## src/rtl/pool_map_collector.sv

```systemverilog
// Collects the pooled-bit stream into two ping-pong row-organised banks and
// drains each completed bank one row per valid/ready beat.
module pool_map_collector #(
   parameter int OUT_W = 13,
   parameter int OUT_H = 13
) (
   input  logic             clk,
   input  logic             rst,
   input  logic             pool_in,
   input  logic             pool_valid,
   output logic [OUT_W-1:0] out_data,
   output logic             out_valid,
   input  logic             out_ready,
   output logic             out_last,
   output logic             frame_drop,
   output logic             overflow
);

   // state  | meaning
   // R_IDLE | no beat presented; waiting for full[rbank]
   // R_SEND | row rrow of bank rbank presented on out_data

   localparam int XW = (OUT_W > 1) ? $clog2(OUT_W) : 1;
   localparam int YW = (OUT_H > 1) ? $clog2(OUT_H) : 1;
   localparam logic [XW-1:0] X_LAST = XW'(OUT_W - 1);
   localparam logic [YW-1:0] Y_LAST = YW'(OUT_H - 1);

   typedef enum logic {R_IDLE, R_SEND} rstate_t;

   logic [OUT_W-1:0] mem [2][OUT_H];
   logic [XW-1:0]    wx;
   logic [YW-1:0]    wy;
   logic             wbank;
   logic             discard;
   logic [1:0]       full;
   logic             rbank;
   logic [YW-1:0]    rrow;
   rstate_t          state, state_nxt;

   logic xfer, release_b, frame_start, frame_end, bank_free, drop_now, keep;

   // A bank released by the reader on this edge is free for a frame starting now.
   always_comb begin
      xfer        = out_valid && out_ready;
      release_b   = (state == R_SEND) && xfer && (rrow == Y_LAST);
      frame_start = pool_valid && (wx == '0) && (wy == '0);
      frame_end   = pool_valid && (wx == X_LAST) && (wy == Y_LAST);
      bank_free   = !full[wbank] || (release_b && (rbank == wbank));
      drop_now    = frame_start && !bank_free;
      keep        = frame_start ? bank_free : !discard;
   end

   always_ff @(posedge clk) begin
      if (rst) begin
         wx         <= '0;
         wy         <= '0;
         wbank      <= 1'b0;
         discard    <= 1'b0;
         frame_drop <= 1'b0;
         overflow   <= 1'b0;
      end else begin
         frame_drop <= drop_now;
         if (drop_now)
            overflow <= 1'b1;
         if (pool_valid) begin
            if (frame_start)
               discard <= !bank_free;
            if (wx == X_LAST) begin
               wx <= '0;
               wy <= (wy == Y_LAST) ? '0 : wy + YW'(1);
            end else begin
               wx <= wx + XW'(1);
            end
            if (frame_end && keep)
               wbank <= ~wbank;
         end
      end
   end

   always_ff @(posedge clk) begin
      if (pool_valid && keep)
         mem[wbank][wy][wx] <= pool_in;
   end

   always_ff @(posedge clk) begin
      if (rst) begin
         full <= 2'b00;
      end else begin
         if (release_b)
            full[rbank] <= 1'b0;
         if (frame_end && keep)
            full[wbank] <= 1'b1;
      end
   end

   always_ff @(posedge clk) begin
      if (rst)
         state <= R_IDLE;
      else
         state <= state_nxt;
   end

   always_comb begin
      state_nxt = state;
      case (state)
         R_IDLE:  if (full[rbank]) state_nxt = R_SEND;
         R_SEND:  if (release_b)   state_nxt = R_IDLE;
         default: state_nxt = R_IDLE;
      endcase
   end

   always_comb begin
      out_valid = (state == R_SEND);
      out_last  = (state == R_SEND) && (rrow == Y_LAST);
   end

   // Next row is fetched on the transfer edge so beats stream one per cycle.
   always_ff @(posedge clk) begin
      if (rst) begin
         rbank    <= 1'b0;
         rrow     <= '0;
         out_data <= '0;
      end else begin
         case (state)
            R_IDLE: begin
               if (full[rbank]) begin
                  rrow     <= '0;
                  out_data <= mem[rbank][0];
               end
            end
            R_SEND: begin
               if (xfer) begin
                  if (rrow == Y_LAST) begin
                     rbank <= ~rbank;
                  end else begin
                     rrow     <= rrow + YW'(1);
                     out_data <= mem[rbank][rrow + YW'(1)];
                  end
               end
            end
            default: ;
         endcase
      end
   end

endmodule

```

## config.mk

```make
export PLATFORM = sky130hd
export DESIGN_NAME = pool_map_collector
export DESIGN_NICKNAME = d
export VERILOG_FILES = /design/src/rtl/pool_map_collector.sv
export SDC_FILE = /design/constraint.sdc
export NUM_CORES = 1
export LEC_CHECK = 0
export CORE_MARGIN = 5
export CORE_UTILIZATION = 55
export CTS_BUF_LIST = sky130_fd_sc_hd__clkbuf_16
export DETAILED_ROUTE_END_ITERATION = 12
export PLACE_DENSITY = 0.76
export SYNTH_ARGS = -nofsm -noshare
export SYNTH_HDL_FRONTEND = slang
export SYNTH_SLANG_ARGS = --single-unit
```

## constraint.sdc

```tcl
create_clock -name clk -period 5.28 [get_ports clk]
set_input_delay 0.792 -clock clk [delete_from_list [all_inputs] [get_ports clk]]
set_output_delay 0.792 -clock clk [all_outputs]
set_load 0.01 [all_outputs]
```

==> results.toml <==
[clock_tree]
cts_tree = "yes"
cts.sink_count = 372
insertion_delay_ns = 0.53
clock_path_buffers = 3
cts_root_buf = "clkbuf_16"
cts-htree-levels = 2
cts_buffers = 38
cts_resized = 0
holdBufCountCts = 0
path_clk_slew_ns = 0.06
post_cts_buffers = 0

[die]
initial_core_util_pct = 55.30
die_w_um = 184.9
pin_count = 22
dieArea_mm2 = 0.03420
die_h_um = 184.9
design.core.area_mm2 = 0.03043
num_rows = 64

[place]
globalplace.congestion = 0.8615
io_buffers = 21
place_hpwl_um = 23830

[finish]
n_fill_cell = 2320
drive_above_1_share_pct = 11.35
num_antenna_cells = 0
areaGrowthSynthToFinish_pct = 9.621
fin_util_pct = 60.62
final_nets = 1333

[routing]
dr.pass1.iters = 5
routed_wl_um = 39390
post-route-drc-count = 0
drt-initial-drc-count = 1332
routedWlPerCell_um = 22.58
via_per_inst = 6.204
ant_nets = 0
vias = 10820

[sta]
finalCritPeriodShare_pct = 63.72
final.setup.tns_ns = 0
tightest_slew_ns = 1.121
period_needed_ns = 3.365
fin_skew_ns = 0.02805
rsz0062_at_grt = "false"
setup_viol = 0
fmax_ghz = 0.2972
finalHoldViolCount = 0
max-slew-margin-rel_pct = 25.08
drv_slew = 0
whs_ns = 0.4598

[global_route]
grt_max_degree = 155
grt_pass1_vias = 10720
antenna_found_initial = 0
grt_remaining_overflow = 0
grt_use_total_pct = 23.37
grt_pass1_wl_um = 61240

[flow_run]
drv_cap = 0

[synth]
synth.area.top_cells = "edfxtp_1 (60%), mux4_2 (9.0%), nor2_1 (8.9%)"
syn_avg_cell_area_um2 = 12.69
synth_fp_nets = 1341
synth.top_cell.area_share_pct = 60.31
yosys_warnings = 0
syn_area_mm2 = 0.01683
netlist_top_cells_count = "nor2_1 (397), edfxtp_1 (338), nand2_1 (123)"
ys_seq_area_share_pct = 64.36
synth.most_common_cell = "nor2_1"
synth_edf_count = 338
ys_ff_latch = 372
yosys.area.top_type = "edfxtp_1"
synthCells = 1326
ys.flop_type = "edfxtp_1"
ys_async_sr_fraction_pct = 0
ys_types = 53

[pwr]
p_leak_uw = 0.005430
powerDensity_mw_per_mm2 = 316.9
irDropWorstVdd_mv = 0.2678
finalPower_uw = 5846

[worst_setup_path]
worst-path-max-fanout = 48
critPathKind = "input pin to register"
critical_path_arrival_ns = 3.56
startpoint_type = "input pin"
crit_path_end_kind = "register"
cp_data_required_time_ns = 5.48

[outcome]
status = "completed"

[min_path]
hp-class = "register to register"
-- state kept, by name (all words and copies together), names as in the netlist, named ones only --
name	flops
discard	1
frame_drop	1
full	2
mem	338
out_data	13
out_valid	1
overflow	1
rbank	1
rrow	4
wbank	1
wx	4
wy	4
-- layout by cell type, fill, tap and decap left out, types with 20 or more instances in the layout --
master and instances:
a21oi_1 24, clkbuf_16 41, clkdlybuf4s50_1 20, dfxtp_1 32, edfxtp_1 338, inv_1 21
mux2i_1 53, mux4_2 67, nand2_1 122, nand3_1 37, nor2_1 397, nor3_1 20
nor4_1 23, o21ai_0 20
-- final timing paths --
check                           startpoint    endpoint  slack (ns)  cells after the start
worst max-delay path            pool_valid  mem[0][80]        1.92                      5
worst min register to register    overflow    overflow        0.46                      2
worst min-delay path              overflow    overflow        0.46                      2
worst max register to register       wy[0]  mem[0][80]        2.18                      6
-- metrics by stage --
step / cell area [um2] / setup WS (ns) / instances
6_report: 18450 / 1.915 / 1744
5_1_grt: 18450 / 1.765 / 1744
4_1_cts: 18450 / 1.976 / 1744
3_5_place_dp: 17270 / 1.443 / 1674
3_3_place_gp: 17270 / 1.652 / 1674
2_1_floorplan: 16830 / 2.628 / 1326
-- critical path: stages --
cell and delay [ns]:
clkdlybuf4s50_1 0.73, nand4bb_1 0.31, o31ai_2 0.61, nand2_2 0.74, nor2_1 0.34
-- per-layer routing --
layer | GRT usage [%] | vias to the layer above | wire [um] | part of all wire (%)
li1 | - | 4780 | - | -
met4 | 7.017 | 0 | 1149 | 2.9
met3 | 3.162 | 95 | 3342 | 8.5
met5 | 0 | - | 0 | 0
met1 | 32.81 | 5402 | 15580 | 40
met2 | 38.74 | 543 | 19310 | 49
-- power by group --
part	internal [uW]	switching, uW	total (uW)
logic	17.7	85.0	103
registers	3210	4.12	3220
clock network	1440	1090	2530
-- final cells by class --
| class | count | area, um2 | share of cell area, % |
|---|---|---|---|
| clock buffer | 41 | 1026 | 5.562 |
| clock inverter | 29 | 147.6 | 0.8003 |
| inverter | 12 | 45.04 | 0.2442 |
| multi-input combinational | 853 | 5509 | 29.86 |
| sequential | 372 | 10840 | 58.74 |
| tap | 396 | 495.5 | 2.686 |
| timing repair buffer | 41 | 389.1 | 2.109 |
-- logic make-up (layout without fill, tap and decap cells) --
family | count (synthesis) | after routing | share of synthesized area (%)
muxes | 127 | 127 | 13.03
xor gates and xnor gates | 5 | 5 | 0.4164
and+or+nand+nor | 642 | 642 | 15.81
buffers and inverters | 101 | 123 | 3.004
AOI/OAI and AO/OA | 69 | 69 | 2.632
adders and majority gates | 10 | 10 | 0.7435
DFF | 372 | 372 | 64.36
No activity file was read; power rests on OpenSTA's default activity.
